**config.mk**
```make
export PLATFORM = sky130hd
export DESIGN_NAME = issue_stage_sb
export DESIGN_NICKNAME = d
export VERILOG_FILES = /design/src/rtl/issue_pkg.sv /design/src/rtl/issue_scoreboard.sv /design/src/rtl/issue_stage_sb.sv
export SDC_FILE = /design/constraint.sdc
export NUM_CORES = 2
export LEC_CHECK = 0
export CAP_MARGIN = 0
export CORE_MARGIN = 1
export CORE_UTILIZATION = 38
export CTS_BUF_LIST = sky130_fd_sc_hd__clkbuf_16
export CTS_CLUSTER_SIZE = 16
export DETAILED_ROUTE_END_ITERATION = 12
export PLACE_DENSITY = 0.58
export RECOVER_POWER = 25
export SETUP_SLACK_MARGIN = 0.5
export SYNTH_ARGS = -nofsm -noshare
export SYNTH_HDL_FRONTEND = slang
export SYNTH_SLANG_ARGS = --single-unit
```
**constraint.sdc**
```tcl
create_clock -name clk -period 2.85 [get_ports clk]
set_input_delay 0.285 -clock clk [delete_from_list [all_inputs] [get_ports clk]]
set_output_delay 0.285 -clock clk [all_outputs]
set_load 0.02 [all_outputs]
```
**src/rtl/issue_pkg.sv**
```systemverilog
// rtl/issue_pkg.sv - shared widths, issue-slot bundle and bypass priority helper for issue_stage_sb
package issue_pkg;

    localparam int REG_ADDRESS_SIZE_DEF = 5;
    localparam int REG_SIZE_DEF         = 32;
    localparam int ADDRESS_SIZE_DEF     = 32;
    localparam int NUM_BYPASS_DEF       = 2;
    localparam int MAX_BYPASS           = 8;
    localparam int BYP_SEL_W            = $clog2(MAX_BYPASS) + 1;
    localparam logic [BYP_SEL_W-1:0] BYP_NONE = BYP_SEL_W'(MAX_BYPASS);

    typedef struct packed {
        logic [ADDRESS_SIZE_DEF-1:0]     pc;
        logic [REG_SIZE_DEF-1:0]         op1;
        logic [REG_SIZE_DEF-1:0]         op2;
        logic [REG_ADDRESS_SIZE_DEF-1:0] dest;
        logic                            we;
        logic                            use_alu;
        logic                            use_mul;
    } issue_bundle_t;

    // Bus 0 carries the youngest producer, so the lowest matching index wins.
    function automatic logic [BYP_SEL_W-1:0] byp_select(input logic [MAX_BYPASS-1:0] match);
        logic [BYP_SEL_W-1:0] sel;
        sel = BYP_NONE;
        for (int i = MAX_BYPASS - 1; i >= 0; i--) begin
            if (match[i]) begin
                sel = BYP_SEL_W'(i);
            end
        end
        return sel;
    endfunction

endpackage

```
**src/rtl/issue_scoreboard.sv**
```systemverilog
// rtl/issue_scoreboard.sv - per-register pending-writer bits with set/clear ports and busy query
module issue_scoreboard #(
    parameter int REG_ADDRESS_SIZE = 5
) (
    input  logic                              clk,
    input  logic                              reset,
    input  logic                              set_en,
    input  logic [REG_ADDRESS_SIZE-1:0]       set_addr,
    input  logic                              clr_en,
    input  logic [REG_ADDRESS_SIZE-1:0]       clr_addr,
    input  logic [2:0][REG_ADDRESS_SIZE-1:0]  query_addr,
    output logic [2:0]                        query_pending
);

    localparam int NREG = 1 << REG_ADDRESS_SIZE;

    logic [NREG-1:0] pending_q;
    logic [NREG-1:0] pending_d;

    // Set is applied after clear so a same-register collision leaves the bit set.
    always_comb begin
        pending_d = pending_q;
        if (clr_en) begin
            pending_d[clr_addr] = 1'b0;
        end
        if (set_en) begin
            pending_d[set_addr] = 1'b1;
        end
    end

    always_ff @(posedge clk or negedge reset) begin
        if (!reset) begin
            pending_q <= '0;
        end else begin
            pending_q <= pending_d;
        end
    end

    always_comb begin
        query_pending = '0;
        for (int q = 0; q < 3; q++) begin
            query_pending[q] = pending_q[query_addr[q]];
        end
    end

endmodule

```
**src/rtl/issue_stage_sb.sv**
```systemverilog
// rtl/issue_stage_sb.sv - register read, bypass, scoreboard and issue slot; ZERO_REG_EN hardwires r0
module issue_stage_sb
    import issue_pkg::*;
#(
    parameter int REG_ADDRESS_SIZE = REG_ADDRESS_SIZE_DEF,
    parameter int REG_SIZE         = REG_SIZE_DEF,
    parameter int ADDRESS_SIZE     = ADDRESS_SIZE_DEF,
    parameter int NUM_BYPASS       = NUM_BYPASS_DEF
) (
    input  logic                                 clk,
    input  logic                                 reset,
    input  logic                                 in_valid,
    output logic                                 in_ready,
    input  logic [ADDRESS_SIZE-1:0]              in_pc,
    input  logic [REG_ADDRESS_SIZE-1:0]          in_addr_r1,
    input  logic [REG_ADDRESS_SIZE-1:0]          in_addr_r2,
    input  logic                                 in_Ie,
    input  logic [REG_SIZE-1:0]                  in_immediate,
    input  logic [REG_ADDRESS_SIZE-1:0]          in_dest,
    input  logic                                 in_we,
    input  logic                                 in_is_alu,
    input  logic                                 in_is_mul,
    input  logic [NUM_BYPASS-1:0]                byp_valid,
    input  logic [NUM_BYPASS*REG_ADDRESS_SIZE-1:0] byp_addr,
    input  logic [NUM_BYPASS*REG_SIZE-1:0]       byp_value,
    input  logic                                 wb_we,
    input  logic [REG_ADDRESS_SIZE-1:0]          wb_addr,
    input  logic [REG_SIZE-1:0]                  wb_value,
    input  logic                                 flush,
    output logic                                 out_valid,
    output logic [ADDRESS_SIZE-1:0]              out_pc,
    output logic [REG_SIZE-1:0]                  out_operand1,
    output logic [REG_SIZE-1:0]                  out_operand2,
    output logic [REG_ADDRESS_SIZE-1:0]          out_dest,
    output logic                                 out_we,
    output logic                                 out_use_alu,
    output logic                                 out_use_mul,
    input  logic                                 alu_ready,
    input  logic                                 mul_ready,
    output logic                                 stall
);

`ifdef ZERO_REG_EN
    localparam bit ZERO_REG = 1'b1;
`else
    localparam bit ZERO_REG = 1'b0;
`endif

    localparam int NREG = 1 << REG_ADDRESS_SIZE;

    logic [REG_SIZE-1:0]         rf_q [NREG];
    logic [REG_SIZE-1:0]         rf_d [NREG];
    issue_bundle_t               slot_q, slot_d;
    logic                        out_valid_q, out_valid_d;

    logic                        out_fire, wb_we_eff, sb_set, slot_busy_en, dest_busy, hazard;
    logic [REG_ADDRESS_SIZE-1:0] src_addr [2];
    logic [REG_SIZE-1:0]         opnd [2];
    logic [1:0]                  src_resolved;
    logic [2:0]                  query_pending;

    assign out_fire     = out_valid_q && ((slot_q.use_alu && alu_ready) || (slot_q.use_mul && mul_ready));
    assign wb_we_eff    = wb_we && !(ZERO_REG && wb_addr == '0);
    assign sb_set       = out_fire && slot_q.we && !(ZERO_REG && slot_q.dest == '0);
    assign slot_busy_en = out_valid_q && slot_q.we && !out_fire;
    assign src_addr[0]  = in_addr_r1;
    assign src_addr[1]  = in_addr_r2;

    issue_scoreboard #(.REG_ADDRESS_SIZE(REG_ADDRESS_SIZE)) u_sb (
        .clk           (clk),
        .reset         (reset),
        .set_en        (sb_set),
        .set_addr      (slot_q.dest),
        .clr_en        (wb_we_eff),
        .clr_addr      (wb_addr),
        .query_addr    ({in_dest, in_addr_r2, in_addr_r1}),
        .query_pending (query_pending)
    );

    // Operand resolution: youngest bypass, then writeback, then register file.
    always_comb begin
        logic [MAX_BYPASS-1:0] match;
        logic [BYP_SEL_W-1:0]  sel;
        logic                  wb_hit;
        logic                  busy;
        opnd[0]      = '0;
        opnd[1]      = '0;
        src_resolved = '0;
        for (int s = 0; s < 2; s++) begin
            match = '0;
            for (int i = 0; i < NUM_BYPASS; i++) begin
                match[i] = byp_valid[i] && (byp_addr[i*REG_ADDRESS_SIZE +: REG_ADDRESS_SIZE] == src_addr[s])
                           && !(ZERO_REG && src_addr[s] == '0);
            end
            sel    = byp_select(match);
            wb_hit = wb_we_eff && (wb_addr == src_addr[s]);
            busy   = !(ZERO_REG && src_addr[s] == '0)
                     && (query_pending[s] || (slot_busy_en && slot_q.dest == src_addr[s]));
            if (sel != BYP_NONE) begin
                opnd[s] = byp_value[int'(sel)*REG_SIZE +: REG_SIZE];
            end else if (wb_hit) begin
                opnd[s] = wb_value;
            end else begin
                opnd[s] = rf_q[src_addr[s]];
            end
            src_resolved[s] = (sel != BYP_NONE) || wb_hit || !busy;
        end
    end

    // A forwarded value never clears a WAW hazard on the destination.
    assign dest_busy = !(ZERO_REG && in_dest == '0)
                       && (query_pending[2] || (slot_busy_en && slot_q.dest == in_dest));
    assign hazard    = !src_resolved[0] || (!in_Ie && !src_resolved[1]) || (in_we && dest_busy);
    assign in_ready  = !hazard && (!out_valid_q || out_fire) && !flush;
    assign stall     = in_valid && !in_ready;

    always_comb begin
        rf_d = rf_q;
        if (wb_we_eff) begin
            rf_d[wb_addr] = wb_value;
        end
    end

    always_comb begin
        slot_d      = slot_q;
        out_valid_d = out_valid_q;
        if (flush) begin
            out_valid_d = 1'b0;
        end else if (in_valid && in_ready) begin
            out_valid_d    = 1'b1;
            slot_d.pc      = in_pc;
            slot_d.op1     = opnd[0];
            slot_d.op2     = in_Ie ? in_immediate : opnd[1];
            slot_d.dest    = in_dest;
            slot_d.we      = in_we;
            slot_d.use_alu = in_is_alu;
            slot_d.use_mul = in_is_mul;
        end else if (out_fire) begin
            out_valid_d = 1'b0;
        end
    end

    always_ff @(posedge clk or negedge reset) begin
        if (!reset) begin
            for (int i = 0; i < NREG; i++) begin
                rf_q[i] <= '0;
            end
            slot_q      <= '0;
            out_valid_q <= 1'b0;
        end else begin
            rf_q        <= rf_d;
            slot_q      <= slot_d;
            out_valid_q <= out_valid_d;
        end
    end

    assign out_valid    = out_valid_q;
    assign out_pc       = slot_q.pc;
    assign out_operand1 = slot_q.op1;
    assign out_operand2 = slot_q.op2;
    assign out_dest     = slot_q.dest;
    assign out_we       = slot_q.we;
    assign out_use_alu  = slot_q.use_alu;
    assign out_use_mul  = slot_q.use_mul;

endmodule
```
# Word level (Yosys, flattened, before mapping)
# Cells that the tools add are included.
# Widths: inputs -> output; s select.
# word_totals
ff_bits	1161
latch_bits	0
ram_bits	0
mem_bits_ro	0
in_bits	203
output_inout_bits	107
elab_cells	152
n_memories	0
# op_classes
addsub	0
multipliers	0
div_mod_pow	0
order_cmp	11
n_eq_ne	11
shift	2
n_mux	33
bitwise_logic	7
reduce_logical	47
# ops
cell	n
$bwmux 1024	1
$mux 32	12
$bmux 32 s5	2
$demux 32 s5	1
$shiftx 64x10->32	2
$eq 5x5->1	9
$and 32x32->32	1
$not 32->32	1
$or 32x32->32	1
$lt 5x6->1 const B	5
$logic_and 1x1->1	24
$ge 6x6->1 const B	3
$not 5->6	3
$mux 4	4
$bmux 1 s5	3
$logic_or 1x1->1	11
$demux 1 s5	2
$ge 5x1->1 const B	2
$logic_not 1->1	10
$mux 1	8
$ne 4x4->1 const B	2
$lt 6x1->1 const B	1
$reduce_bool 3->1	1
$reduce_and 2->1	1
$not 1->1	1

# Logic depth before layout (Yosys ltp)
# logic_depth
word_depth	19
depth_mapped	12
mapped_depth_nobuf	7

# By module
# Synthesis repeated with hierarchy kept, for this count alone.
# unflattened
cells_unflattened	4825
hier_area_um2	63480.9
# by_module_without_submodules
module	n_inst	cells_per_inst	area_each_um2	seq_area_each_um2
issue_stage_sb	1	4577	61201.2	28252.1
issue_scoreboard	1	248	2279.7	800.8

# Least setup slack after synthesis
# OpenSTA, ideal clock, no wires.
# synth_path
path_kind	input -> output
startpoint	input port in_addr_r2[1]
endpoint	output port stall
arrival_time_ns	2.963
t_required_ns	2.565
path_slack_ns	-0.398
path_stages	7
n_path_buf	1
cell_sequence	buf_2 > mux4_2 > mux2_2 > a2111oi_0 > a311oi_1 > nor4b_1 > nor2b_1
# synth_between
elab_chain_cells	16
word_cells_on_any_way	26
classes_between	5 x eq/ne; 4 x mux; 17 x reduce/logical
# synth_rtl
item	line	source
start: declaration	issue_stage_sb.sv:16	input logic [REG_ADDRESS_SIZE-1:0] in_addr_r2,
$eq 5x5->1	issue_stage_sb.sv:92	match[i] = byp_valid[i] && (byp_addr[i*REG_ADDRESS_SIZE +: REG_ADDRESS_SIZE] == src_addr[s])
$logic_and 1x1->1	issue_stage_sb.sv:92	
$mux 4 (2 in a row)	issue_pkg.sv:27	if (match[i]) begin
$ne 4x4->1	issue_stage_sb.sv:106	src_resolved[s] = (sel != BYP_NONE) || wb_hit || !busy;
$logic_or 1x1->1	issue_stage_sb.sv:106	
$logic_or 1x1->1 *	issue_stage_sb.sv:106	
$logic_not 1->1 *	issue_stage_sb.sv:113	assign hazard = !src_resolved[0] || (!in_Ie && !src_resolved[1]) || (in_we && dest_busy);
$logic_and 1x1->1 *	issue_stage_sb.sv:113	
$logic_or 1x1->1 * (2 in a row)	issue_stage_sb.sv:113	
$logic_not 1->1 *	issue_stage_sb.sv:114	assign in_ready = !hazard && (!out_valid_q || out_fire) && !flush;
$logic_and 1x1->1 * (2 in a row)	issue_stage_sb.sv:114	
net in_ready	issue_stage_sb.sv:13	output logic in_ready,
$logic_not 1->1 *	issue_stage_sb.sv:115	assign stall = in_valid && !in_ready;
$logic_and 1x1->1 *	issue_stage_sb.sv:115	
end: declaration	issue_stage_sb.sv:40	output logic stall
# Mark *: on every way through the listed nets, which the timed path passes. The rest lies on a longest branch. The select of a mux whose other input is x is not followed.

# Worst setup path in the final report
# layout_path
startpoint	register u_sb.pending_q[7]
endpoint	output port stall
# layout_between
elab_chain_cells	14
word_cells_on_any_way	24
classes_between	6 x mux; 18 x reduce/logical
# layout_rtl
item	line	source
start: declaration	issue_scoreboard.sv:17	logic [NREG-1:0] pending_q;
start signal: assignment	issue_scoreboard.sv:35	pending_q <= pending_d;
$bmux 1 s5	issue_scoreboard.sv:42	query_pending[q] = pending_q[query_addr[q]];
$mux 1 (implied by the code)	issue_scoreboard.sv:42	
$logic_or 1x1->1	issue_stage_sb.sv:98	&& (query_pending[s] || (slot_busy_en && slot_q.dest == src_addr[s]));
$logic_not 1->1	issue_stage_sb.sv:106	
$logic_or 1x1->1	issue_stage_sb.sv:106	
$logic_not 1->1	issue_stage_sb.sv:113	
$logic_and 1x1->1	issue_stage_sb.sv:113	
$logic_or 1x1->1	issue_stage_sb.sv:113	
$logic_or 1x1->1 *	issue_stage_sb.sv:113	
$logic_not 1->1 *	issue_stage_sb.sv:114	
$logic_and 1x1->1 * (2 in a row)	issue_stage_sb.sv:114	
$logic_not 1->1 *	issue_stage_sb.sv:115	
$logic_and 1x1->1 *	issue_stage_sb.sv:115	
# Every way passes the cells marked *; elsewhere a longest branch is shown, timed or not. The select of a mux whose other input is x is not followed.

==> impl_results.md <==
* Synth Area in Compound Gates at 2.33%
* Worst Reg2Reg Path Length in Cells at 13
* Largest net degree at the start of global routing at 113
* Mux cell area share after synthesis at between 40% and 50%
* Die footprint at between 150000 and 200000 um^2
* HP Start: in_pc[25]
* CTS tree: built
* Crit path max fanout at 3
* DR vias/cell at 6.11
* Hold Path End: out_pc[25]$_DFFE_PN0P_
* Root Buffer: clkbuf_16
* Initial DRC count at 3759
* Pwr dens at around 700 nW/um^2
* Worst slack, placed at -0.681 ns
* Final Setup Violations at 105
* Core area at 163000 um^2
* Main area contributors after synthesis: dfrtp_1 (47%), mux4_2 (24%), mux2_2 (19%)
* Adder-cell share of the synthesized area at 0%
* VDD IR max at about 0.64 mV
* Combinational family with the most area after synthesis: multiplexers
* Post-Synthesis Net Count at 4185
* Overall Power at 53.0 mW
* Chip Width at 407 um
* CTS buffer count at 131
* Worst r2r src: u_sb.pending_q[7]$_DFF_PN0_
* CP Data Arrival Time at 3.00 ns
* Fin. Hold Viols at 0
* H-tree depth at 4
* Nets at between 4000 and 5000
* DRC violations left at 0
* Row count at 148
* Static leakage at 32.6 nW
* FF-to-FF End: out_operand1[29]$_DFFE_PN0P_
* Number of port buffers at 309
* Antenna Nets Post-Route at 0
* Synth unique cells at between 50 and 60
* Hold depth at 2
* Asr flop ratio synth at between 90% and 100%
* Status: finished with violations
* First-pass GRT wire length at 313 mm
* Die Span Y at 407 um
* Crit. End Element: output port
* CTS Sinks at approximately 1200
* Worst EP required at ~2.6 ns
* Utilization after layout at 47.0%
* DP HPWL at 137 mm
* Clock latency on the worst-skew pair at 0.77 ns
* Layout cells sized above 1 at 54.3%
* Vias in the first global route at 42772
* Num ports at 310
* Crit path launch type: flip-flop
* Post-synthesis simple-gate area fraction at 2.52%
* Worst slew margin at about 4.4%
* Cell taking the most area after synthesis: dfrtp_1
* #FFs+latches synth at ~1200
* Worst slew pin tran at 1.43 ns
* Max Clock Freq at 305 MHz
* Most common cell in the netlist: dfrtp_1
* CP Class: flip-flop to output port
* Reg clk slew, reported paths at 0.06 ns
* Crit share post-route at 115%
* Crit path time final at 3.28 ns
* Yosys top cell area share at 46.6%
* Syn avg cell area at 15.7 um^2
* Main synth FF type: dfrtp_1
* Setup slack, reg-to-reg at -0.30 ns
* Max Cap Violations at 0
* Max clock buf depth at 3
* Pins Over Slew Limit at 0
* Total GRT Usage at 26.2%
* DR pass1 iterations at 6
* RSZ-0062 raised after global routing: true
* Ys Warns at 0
* Vias post-DR at between 40000 and 50000
* Layout area overhead at 22.7%
* Hold crit path type: primary input to flip-flop
* Gpl congestion at 0.866
* Sequential share of the synthesized area at a little under half
* Xor and xnor area share after synthesis at 0.618%
* Failing checks: negative setup slack
* Commonest cells in the synthesized netlist: dfrtp_1 (1161), mux2_2 (1066), mux4_2 (661), clkbuf_1 (283), nor2_1 (71)
* Worst setup margin at -0.432 ns
* Grt total ovfl at 0
* Final wirelength at between 200 and 250 mm
* Post-Syn Area at 62300 um^2
* Initial antenna violation count at 7
* Clk_skew at between 0.02 and 0.03 ns
* Post-synth EDFFs at 0
* Synthesized instance count at around 4000
* WL/cell at 31.8 um
* Initial core utilization at a little under two fifths
[per-layer routing]
metal	vias up	share of wire, %	GRT usage [%]
li1	16538	-	-
met1	22551	43	36.7
met2	1707	46	40.3
met3	339	7.7	6.00
met4	6	3.0	8.30
met5	-	0.059	0.446
[stage by stage]
step                hold slack (ns)  setup TNS (ns)  cells  instance area [um^2]
floorplan                   -0.0106               0   3982                 62900
global placement              0.242          -84.90   6467                 71700
detailed placement            0.241          -93.61   6467                 71700
CTS                          0.0171          -21.61   6716                 76600
global route                  0.121          -43.14   6725                 76500
finish                        0.135          -22.41   6728                 76500
[cell families (layout without fill, tap and decap cells)]
group / count (synthesis) / count (layout)
AO/OA/AOI/OAI: 191 / 191
AND/OR/NAND/NOR: 291 / 291
other: 0 / 5
XOR/XNOR: 44 / 44
flip-flops: 1161 / 1161
multiplexers: 1838 / 1838
buffers and inverters: 457 / 1023
[worst max-delay path by stage]
stage	endpoint	from
global placement	in_ready	in_dest[0]
finish	stall	u_sb.pending_q[7]$_DFF_PN0_
floorplan	out_pc[10]$_DFFE_PN0P_	in_dest[0]
global route	stall	u_sb.pending_q[7]$_DFF_PN0_
CTS	stall	u_sb.pending_q[4]$_DFF_PN0_
detailed placement	in_ready	in_dest[0]
[flip-flops by register name, indices dropped and copies added (netlist names)]
name,flops
out_pc,32
rf_q,1024
out_operand1,32
out_dest,5
out_valid,1
out_use_mul,1
out_use_alu,1
out_operand2,32
out_we,1
u_sb.pending_q,32
[layout by cell type (no fill, tap or decap), drive strengths merged, types with 3 or more instances in the layout]
master         netlist  final
nand2b              28     28
nor2                71     71
nor2b               55     55
nand3                9      9
dfrtp             1161   1161
diode                0      5
a221oi              37     37
o311ai               5      5
clkinvlp             0      3
buf                140    445
clkbuf             283    160
nor3b                6      6
xnor2               14     14
o21ai               39     39
or2                  7      7
a22o                 3      3
and3                31     31
nand3b               9      9
nand2               44     44
mux2i               69     69
xor2                30     30
bufinv               0      7
clkinv               0     50
nor3                10     10
nor4                 7      7
o22ai               36     36
mux4               661    661
a221o               27     27
and3b                3      3
clkdlybuf4s50        0    296
o41ai               29     29
inv                 34     60
mux2              1108   1108
[cell type report]
type / count / area, um^2
repair buffers: 764 / 8440
diodes: 5 / 12.5
multi-input cells: 2364 / 32100
clock buffers: 139 / 3480
fillers: 14155 / 86200
inverters: 34 / 129
clock inverters: 86 / 557
flip-flops and latches: 1161 / 29100
well taps: 2175 / 2720
[worst max-delay path, stage by stage, from the launching register on]
cell,delay (ns)
dfrtp_1,0.41
buf_6,0.14
mux4_2,0.47
and3b_2,0.23
a2111oi_4,0.29
a311oi_2,0.11
nor4b_4,0.38
nor2b_2,0.08
buf_6,0.14
[timing repair]
item                       4_1_cts  5_1_grt
hold buffers                     1        0
hold endpoints to repair       517        0
pin swaps                        7        4
gates resized for setup        132       13
cloned                           7        0
setup buffers                   16        7
setup endpoints to repair      144      107
[where the power goes]
group          internal (mW)  switching [mW]  total (mW)
clock                   9.36            7.04        16.4
sequential              20.0            2.64        22.7
combinational           8.55            5.42        14.0
No activity file was read; power rests on OpenSTA's default activity.
